### src/rtl/branch_issue_arbiter.sv
`default_nettype none
// ============================================================================
// Module   : branch_issue_arbiter
// Brief    : Round-robin sharing of the single branch unit among NUM_REQ
//            issue sources. Sequences one branch at a time: arbitrate,
//            operand handshake, wait for resolution, optional flush.
//            res_i layout: [2] valid, [1] taken, [0] mispredict.
// Option   : `define BRANCH_ARB_PERF_EN to build the 32-bit saturating
//            resolved / mispredict performance counters.
// Revision : 1.0 - initial release
// ============================================================================
module branch_issue_arbiter #(
  parameter int NUM_REQ     = 4,
  parameter int TIMEOUT_CYC = 16
) (
  input  logic                       clk_i,
  input  logic                       rst_n_i,
  input  logic [NUM_REQ-1:0]         req_valid_i,
  output logic [NUM_REQ-1:0]         req_ready_o,
  output logic [$clog2(NUM_REQ)-1:0] grant_idx_o,
  output logic                       bu_ops_valid_o,
  input  logic                       bu_ops_ready_i,
  input  logic [2:0]                 res_i,
  input  logic                       flush_i,
  output logic                       flush_o,
  output logic                       busy_o,
  output logic                       timeout_o,
  output logic [31:0]                issued_cnt_o,
  output logic [31:0]                mispred_cnt_o
);

  localparam int IDX_W = $clog2(NUM_REQ);
  localparam int CNT_W = $clog2(TIMEOUT_CYC);

  localparam logic [2:0] S_IDLE     = 3'd0;
  localparam logic [2:0] S_ISSUE    = 3'd1;
  localparam logic [2:0] S_WAIT_RES = 3'd2;
  localparam logic [2:0] S_FLUSH    = 3'd3;
  localparam logic [2:0] S_DRAIN    = 3'd4;

  localparam logic [CNT_W-1:0] TMO_LAST = CNT_W'(TIMEOUT_CYC - 1);

  logic [2:0]       r_state;
  logic [2:0]       w_state_nxt;
  logic [IDX_W-1:0] r_rr_ptr;
  logic [IDX_W-1:0] w_ptr_after_grant;
  logic [CNT_W-1:0] r_tmo_cnt;
  logic             w_tmo_expired;
  logic             w_any_req;
  logic [IDX_W-1:0] w_pick;
  logic [IDX_W:0]   w_sum;
  logic             w_grant_load;
  logic             w_ptr_adv;
  logic             w_cnt_clr;
  logic             w_tmo_fire;
  logic             w_res_accept;
  logic             w_res_valid;
  logic             w_res_mispred;
  logic             w_unused_taken;

  assign w_res_valid    = res_i[2];
  assign w_res_mispred  = res_i[0];
  assign w_unused_taken = res_i[1];

  assign w_tmo_expired     = (r_tmo_cnt == TMO_LAST);
  assign w_ptr_after_grant = (grant_idx_o == IDX_W'(NUM_REQ - 1)) ? '0
                                                                   : grant_idx_o + IDX_W'(1);

  // Round-robin pick: first asserted request at or after the pointer, wrapping.
  always_comb begin
    w_any_req = 1'b0;
    w_pick    = '0;
    w_sum     = '0;
    for (int i = 0; i < NUM_REQ; i++) begin
      w_sum = {1'b0, r_rr_ptr} + (IDX_W+1)'(i);
      if (w_sum >= (IDX_W+1)'(NUM_REQ)) begin
        w_sum = w_sum - (IDX_W+1)'(NUM_REQ);
      end
      if (!w_any_req && req_valid_i[w_sum[IDX_W-1:0]]) begin
        w_any_req = 1'b1;
        w_pick    = w_sum[IDX_W-1:0];
      end
    end
  end

  // State register.
  always_ff @(posedge clk_i or negedge rst_n_i) begin
    if (!rst_n_i) begin
      r_state <= S_IDLE;
    end else begin
      r_state <= w_state_nxt;
    end
  end

  // Next-state and sequencing strobes; an external flush takes priority over
  // resolution/timeout because the in-flight branch is being thrown away.
  always_comb begin
    w_state_nxt  = r_state;
    w_grant_load = 1'b0;
    w_ptr_adv    = 1'b0;
    w_cnt_clr    = 1'b0;
    w_tmo_fire   = 1'b0;
    w_res_accept = 1'b0;
    case (r_state)
      S_IDLE: begin
        if (w_any_req) begin
          w_grant_load = 1'b1;
          w_state_nxt  = S_ISSUE;
        end
      end
      S_ISSUE: begin
        if (bu_ops_ready_i) begin
          // Handshake completes even under flush; its result must be drained.
          w_cnt_clr   = 1'b1;
          w_state_nxt = flush_i ? S_DRAIN : S_WAIT_RES;
        end else if (flush_i) begin
          w_state_nxt = S_IDLE;
        end
      end
      S_WAIT_RES: begin
        if (flush_i) begin
          if (w_res_valid) begin
            w_ptr_adv   = 1'b1;
            w_state_nxt = S_IDLE;
          end else begin
            w_cnt_clr   = 1'b1;
            w_state_nxt = S_DRAIN;
          end
        end else if (w_res_valid) begin
          w_ptr_adv    = 1'b1;
          w_res_accept = 1'b1;
          w_state_nxt  = w_res_mispred ? S_FLUSH : S_IDLE;
        end else if (w_tmo_expired) begin
          w_ptr_adv   = 1'b1;
          w_tmo_fire  = 1'b1;
          w_state_nxt = S_IDLE;
        end
      end
      S_FLUSH: begin
        w_state_nxt = S_IDLE;
      end
      S_DRAIN: begin
        if (w_res_valid) begin
          w_ptr_adv   = 1'b1;
          w_state_nxt = S_IDLE;
        end else if (w_tmo_expired) begin
          w_ptr_adv   = 1'b1;
          w_tmo_fire  = 1'b1;
          w_state_nxt = S_IDLE;
        end
      end
      default: begin
        w_state_nxt = S_IDLE;
      end
    endcase
  end

  // Moore outputs decoded from state; ready pulse is the ISSUE handshake.
  always_comb begin
    req_ready_o    = '0;
    bu_ops_valid_o = 1'b0;
    flush_o        = 1'b0;
    busy_o         = (r_state != S_IDLE);
    case (r_state)
      S_ISSUE: begin
        bu_ops_valid_o = 1'b1;
        if (bu_ops_ready_i) begin
          req_ready_o[grant_idx_o] = 1'b1;
        end
      end
      S_FLUSH: begin
        flush_o = 1'b1;
      end
      default: begin
      end
    endcase
  end

  // Grant index, round-robin pointer, resolution timer and sticky timeout flag.
  always_ff @(posedge clk_i or negedge rst_n_i) begin
    if (!rst_n_i) begin
      grant_idx_o <= '0;
      r_rr_ptr    <= '0;
      r_tmo_cnt   <= '0;
      timeout_o   <= 1'b0;
    end else begin
      if (w_grant_load) begin
        grant_idx_o <= w_pick;
      end
      if (w_ptr_adv) begin
        r_rr_ptr <= w_ptr_after_grant;
      end
      if (w_cnt_clr) begin
        r_tmo_cnt <= '0;
      end else if ((r_state == S_WAIT_RES || r_state == S_DRAIN) && !w_tmo_expired) begin
        r_tmo_cnt <= r_tmo_cnt + CNT_W'(1);
      end
      if (w_tmo_fire) begin
        timeout_o <= 1'b1;
      end
    end
  end

`ifdef BRANCH_ARB_PERF_EN
  logic [31:0] r_issued_cnt;
  logic [31:0] r_mispred_cnt;

  // Saturating counters for accepted (non-discarded) resolutions.
  always_ff @(posedge clk_i or negedge rst_n_i) begin
    if (!rst_n_i) begin
      r_issued_cnt  <= '0;
      r_mispred_cnt <= '0;
    end else if (w_res_accept) begin
      if (r_issued_cnt != 32'hFFFF_FFFF) begin
        r_issued_cnt <= r_issued_cnt + 32'd1;
      end
      if (w_res_mispred && (r_mispred_cnt != 32'hFFFF_FFFF)) begin
        r_mispred_cnt <= r_mispred_cnt + 32'd1;
      end
    end
  end

  assign issued_cnt_o  = r_issued_cnt;
  assign mispred_cnt_o = r_mispred_cnt;
`else
  logic w_unused_accept;

  assign w_unused_accept = w_res_accept;
  assign issued_cnt_o    = '0;
  assign mispred_cnt_o   = '0;
`endif

endmodule
`default_nettype wire

### config.mk
export PLATFORM = sky130hd
export DESIGN_NAME = branch_issue_arbiter
export DESIGN_NICKNAME = d
export VERILOG_FILES = /design/src/rtl/branch_issue_arbiter.sv
export SDC_FILE = /design/constraint.sdc
export NUM_CORES = 1
export LEC_CHECK = 0
export ABC_AREA = 1
export CAP_MARGIN = 20
export CORE_MARGIN = 8
export CORE_UTILIZATION = 42
export CTS_CLUSTER_DIAMETER = 50
export DETAILED_ROUTE_END_ITERATION = 6
export GPL_ROUTABILITY_DRIVEN = 0
export PLACE_DENSITY = 0.86
export SLEW_MARGIN = 20
export SYNTH_ARGS = -nofsm -noshare
export SYNTH_HDL_FRONTEND = slang
export SYNTH_SLANG_ARGS = --single-unit
### constraint.sdc
create_clock -name clk_i -period 2.6 [get_ports clk_i]
set_input_delay 0.39 -clock clk_i [delete_from_list [all_inputs] [get_ports clk_i]]
set_output_delay 0.39 -clock clk_i [all_outputs]
set_load 0.02 [all_outputs]
; ---- Word-level counts from Yosys, hierarchy flattened
; Index checks and enable logic that the tools add are counted.
; W data, S select, Z words.
[classes]
n_eq_ne = 8
n_reduce_logical = 14
n_lt_le_gt_ge = 10
n_mux = 54
n_addsub = 9
[ops]
columns = cell, count
row1 = $mux W3, 9
row2 = $mux W1, 22
row3 = $mux W2, 10
row4 = $mux W4, 4
row5 = $lt A2 B3 Y1 const B, 5
row6 = $pmux W3 S4, 1
row7 = $ge A3 B3 Y1 const B, 3
row8 = $bmux W1 S2, 4
row9 = $sub A2 B1 Y2 const B, 4
row10 = $add A2 B2 Y3 const B, 2
row11 = $eq A3 B2 Y1 const B, 2
row12 = $pmux W1 S2, 3
row13 = $logic_and A1 B1 Y1, 5
row14 = $add A4 B1 Y4 const B, 1
row15 = $eq A4 B4 Y1 const B, 1
row16 = $logic_not A1 Y1, 4
row17 = $add A2 B1 Y3 const B, 1
row18 = $eq A3 B1 Y1 const B, 1
row19 = $eq A3 B3 Y1 const B, 1
row20 = $ge A2 B3 Y1 const B, 1
row21 = $logic_not A3 Y1, 1
row22 = $ne A3 B3 Y1 const B, 1
row23 = $reduce_bool A3 Y1, 1
row24 = $add A2 B1 Y2 const B, 1
row25 = other kinds (7), 7
[word_totals]
inputBits = 11
output_inout_bits = 74
ff_bits = 12
word_cells = 100

; ---- Logic depth before layout (Yosys ltp)
[logic_depth]
word_depth = 16
ltp_mapped = 12
mapped_depth_nobuf = 11

; ---- Worst setup path before layout
; OpenSTA, ideal clock, no wires.
[synth_timing]
kind = reg2out
from = reg r_state[1]
to = out req_ready_o[0]
path_slack_ns = 0.879
t_arrival_ns = 1.331
path_stages_with_launch = 4
cell_sequence = dfrtp_1 > nor3_2 > nand2_1 > nor2_1
[synth_via]
elab_chain_cells = 2
[synth_lines]
columns = item, line
row1 = start: declaration, 43  ; logic [2:0] r_state;
row2 = start signal: assignment, 91  ; r_state <= w_state_nxt;
row3 = $eq A3 B1 Y1, 164  ; case (r_state)
row4 = $mux W4, 164
row5 = end: declaration, 19  ; output logic [NUM_REQ-1:0] req_ready_o,
; No other way between the ends.

; ---- Final worst setup path
[layout_timing]
from = reg r_state[1]
to = out req_ready_o[3]
; Same word-level chain as after synthesis.

==> flow_summary_export.csv <==
group,metric,value,unit
run_status,status,"completed",
routing,drtPass1Iterations,4,
global_routing,grt_pass1_wl,4.33,mm
worst_setup_path,arrival,1.97,ns
global_routing,antenna_found_initial,0,
power_and_ir_drop,power.density,912,nW/µm²
yosys,syn_inst,223,
routing,drtIter0Drc,55,
power_and_ir_drop,leakage,0.848,nW
clocking,clockBufferDepth,2,
run,cap_violations,0,
sta,maxSlewViolCount,0,
routing,ant_nets,0,
clocking,cts_tree,"built",
yosys,synth_cell_types,27,
sta,period_share,90.6,%
global_routing,grt_overflow,0,
layout,area_delta_synth_final,0.499,%
worst_setup_path,cp_slowest_cell,"clkdlybuf4s50_1",
floorplan,die_h,75.9,µm
sta,tns,0,ns
worst_setup_path,end_kind,"primary output",
routing,wl,2.97,mm
worst_setup_path,crit_chain,"nor3_2 -> nand2_1 -> nor2_1 -> clkdlybuf4s50_1",
placed_design,pre_cts_ws,0.348,ns
global_routing,grt_pass1_vias,1050,
routing,post_drt_via_cell_ratio,4.08,
sta,setup_viol,0,
clocking,clk-insertion-delay-late,0.27,ns
sta,relSlewSlack,63.0,%
sta,final.min_clock_period,2.36,ns
sta,hold_viol,0,
worst_setup_path,worstSetupStartpointType,"flip-flop",
worst_setup_path,timing_worst_setup_path_type,"flip-flop to primary output",
placed_design,port_buffers,19,
clocking,clkSlewWorstSetupHoldPaths,0.08,ns
layout,final_cell_mix,"conb_1, nand2_1, inv_1",
layout,nets,260,
worst_hold_path,hp-class,"primary input to async pin",
floorplan,core,3390,µm²
floorplan,rows,21,
worst_setup_path,path_max_fanout,6,
sta,rsz0062_at_grt,"false",
global_routing,grt_max_degree,14,
power_and_ir_drop,total_power,0.00138,W
clocking,cts_hold_buffers,0,
sta,clock.fmax,424,MHz
power_and_ir_drop,vdd_ir_drop_max,0.000331,V
yosys,ys_ff_latch,12,
floorplan,initial_core_util,44.4,%
sta,finalClockSkew,0.00331,ns
worst_setup_path,worstPathRequired,2.21,ns
yosys,netlist_area,1510,µm²
clocking,cts_buffers,3,
layout,antenna_cells,0,
worst_setup_path,slowest_delay,0.64,ns
placed_design,dp_hpwl,2.53,mm
yosys,yosysWarnings,0,
floorplan,dieWidth,75.9,µm
layout,drive_gt1_share,7.85,%
floorplan,dieArea,5760,µm²
clocking,clock_sinks,12,
clocking,root_buffer,"clkbuf_4",
routing,dr_total_vias,1174,
clocking,h-tree-depth,1,
yosys,yosysSeqAreaShare,20.0,%
routing,drcViolationCount,0,
clocking,postCtsResizedCells,0,
layout,final_common_cell,"conb_1",
yosys,syn_area_per_cell,6.75,µm²
routing,wl_per_cell,10.3,µm
floorplan,io_pins,85,
global_routing,grt_usage,9.38,%
clocking,cts_setup_buffers,0,
sta,tightest_slew,0.553,ns
sta,fin_ws,0.244,ns
[stage by stage]
stage          hold slack, ns  area, µm²  utilization, %  std cells
2_1_floorplan          0.0944       1740               -        286
3_3_place_gp            0.468       1490            44.0        285
3_5_place_dp            0.467       1490            44.0        285
4_1_cts                 0.486       1510            44.6        288
5_1_grt                 0.508       1510            44.6        288
6_report                0.471       1510            44.6        288
[final cells by class]
| type | instances | area (µm²) |
|---|---|---|
| Multi-Input combinational cell | 181 | 841 |
| Sequential cell | 12 | 300 |
| Clock buffer | 3 | 22.5 |
| Fill cell | 350 | 1880 |
| Inverter | 27 | 101 |
| Tap cell | 46 | 57.6 |
| Timing Repair Buffer | 19 | 190 |
[cells by family (layout without fill, tap and decap cells)]
family	count (synthesis)	count (layout)	share of synthesized area, %
AND/OR/NAND/NOR	90	90	27.2
buffers and inverters	93	49	39.9
XOR/XNOR	1	1	0.582
flip-flops	12	12	20.0
AO/OA/AOI/OAI	21	21	7.98
other	1	64	0.249
adder cells (fa/ha/maj)	5	5	4.16
[flip-flops by register name, indices dropped and copies added (netlist names)]
register	count
grant_idx_o	2
timeout_o	1
r_rr_ptr	2
r_state	3
r_tmo_cnt	4
[cells in the mapped netlist]
cell type  number  share of area (%)
nand3_1        11                3.7
conb_1          1               0.25
o211ai_1        1               0.50
nand3_2         1               0.67
o21ai_0         7                2.3
o21ai_1         1               0.33
nor3_1          2               0.67
a22oi_1         1               0.50
inv_2           2               0.50
nand2_2        10                4.2
nand2_4         1               0.75
dfrtp_1        12                 20
buf_6           1               0.75
o21bai_1        1               0.50
inv_1          25                6.2
o31ai_1         1               0.50
nand4_1         1               0.42
buf_4          65                 32
a21oi_1         6                2.0
nor2_4          1               0.75
nor3_2          1               0.67
a21boi_0        1               0.50
ha_1            5                4.2
o22ai_1         2               0.83
nand2_1        50                 12
xor2_1          1               0.58
nor2_1         12                3.0
[critical path, delay by kind of cell (launching register included)]
kind	cells	cell delay (ns)
buf+inv	1	0.64
simple gates	3	0.63
flops	1	0.42
[power by group]
part	switching, W	internal [W]	leakage, nW
logic	0.000606	0.000321	0.682
clock network	0.0000621	0.0000536	0.0138
registers	0.0000882	0.000249	0.152
[routing by layer]
metal / track usage [%] / share of wire [%]
met1: 11.4 / 39
met2: 15.3 / 47
met3: 3.95 / 14
met4: 1.28 / 0
met5: 0 / 0
[final timing paths]
path                                         start                    endpoint  slack, ns  cells after the start
setup reg to reg           r_rr_ptr[0]$_DFFE_PN0P_  grant_idx_o[1]$_DFFE_PN0P_       0.91                     11
min in group clk_i           timeout_o$_DFFE_PN0P_       timeout_o$_DFFE_PN0P_       0.49                      1
hold / removal                             rst_n_i    r_tmo_cnt[3]$_DFFE_PN0P_       0.47                      1
setup / recovery            r_state[1]$_DFFE_PN0P_              req_ready_o[3]       0.24                      4
hold reg to reg              timeout_o$_DFFE_PN0P_       timeout_o$_DFFE_PN0P_       0.49                      1
max in group asynchronous                  rst_n_i  grant_idx_o[0]$_DFFE_PN0P_       1.76                      1
(Power assumes the default switching activity.)
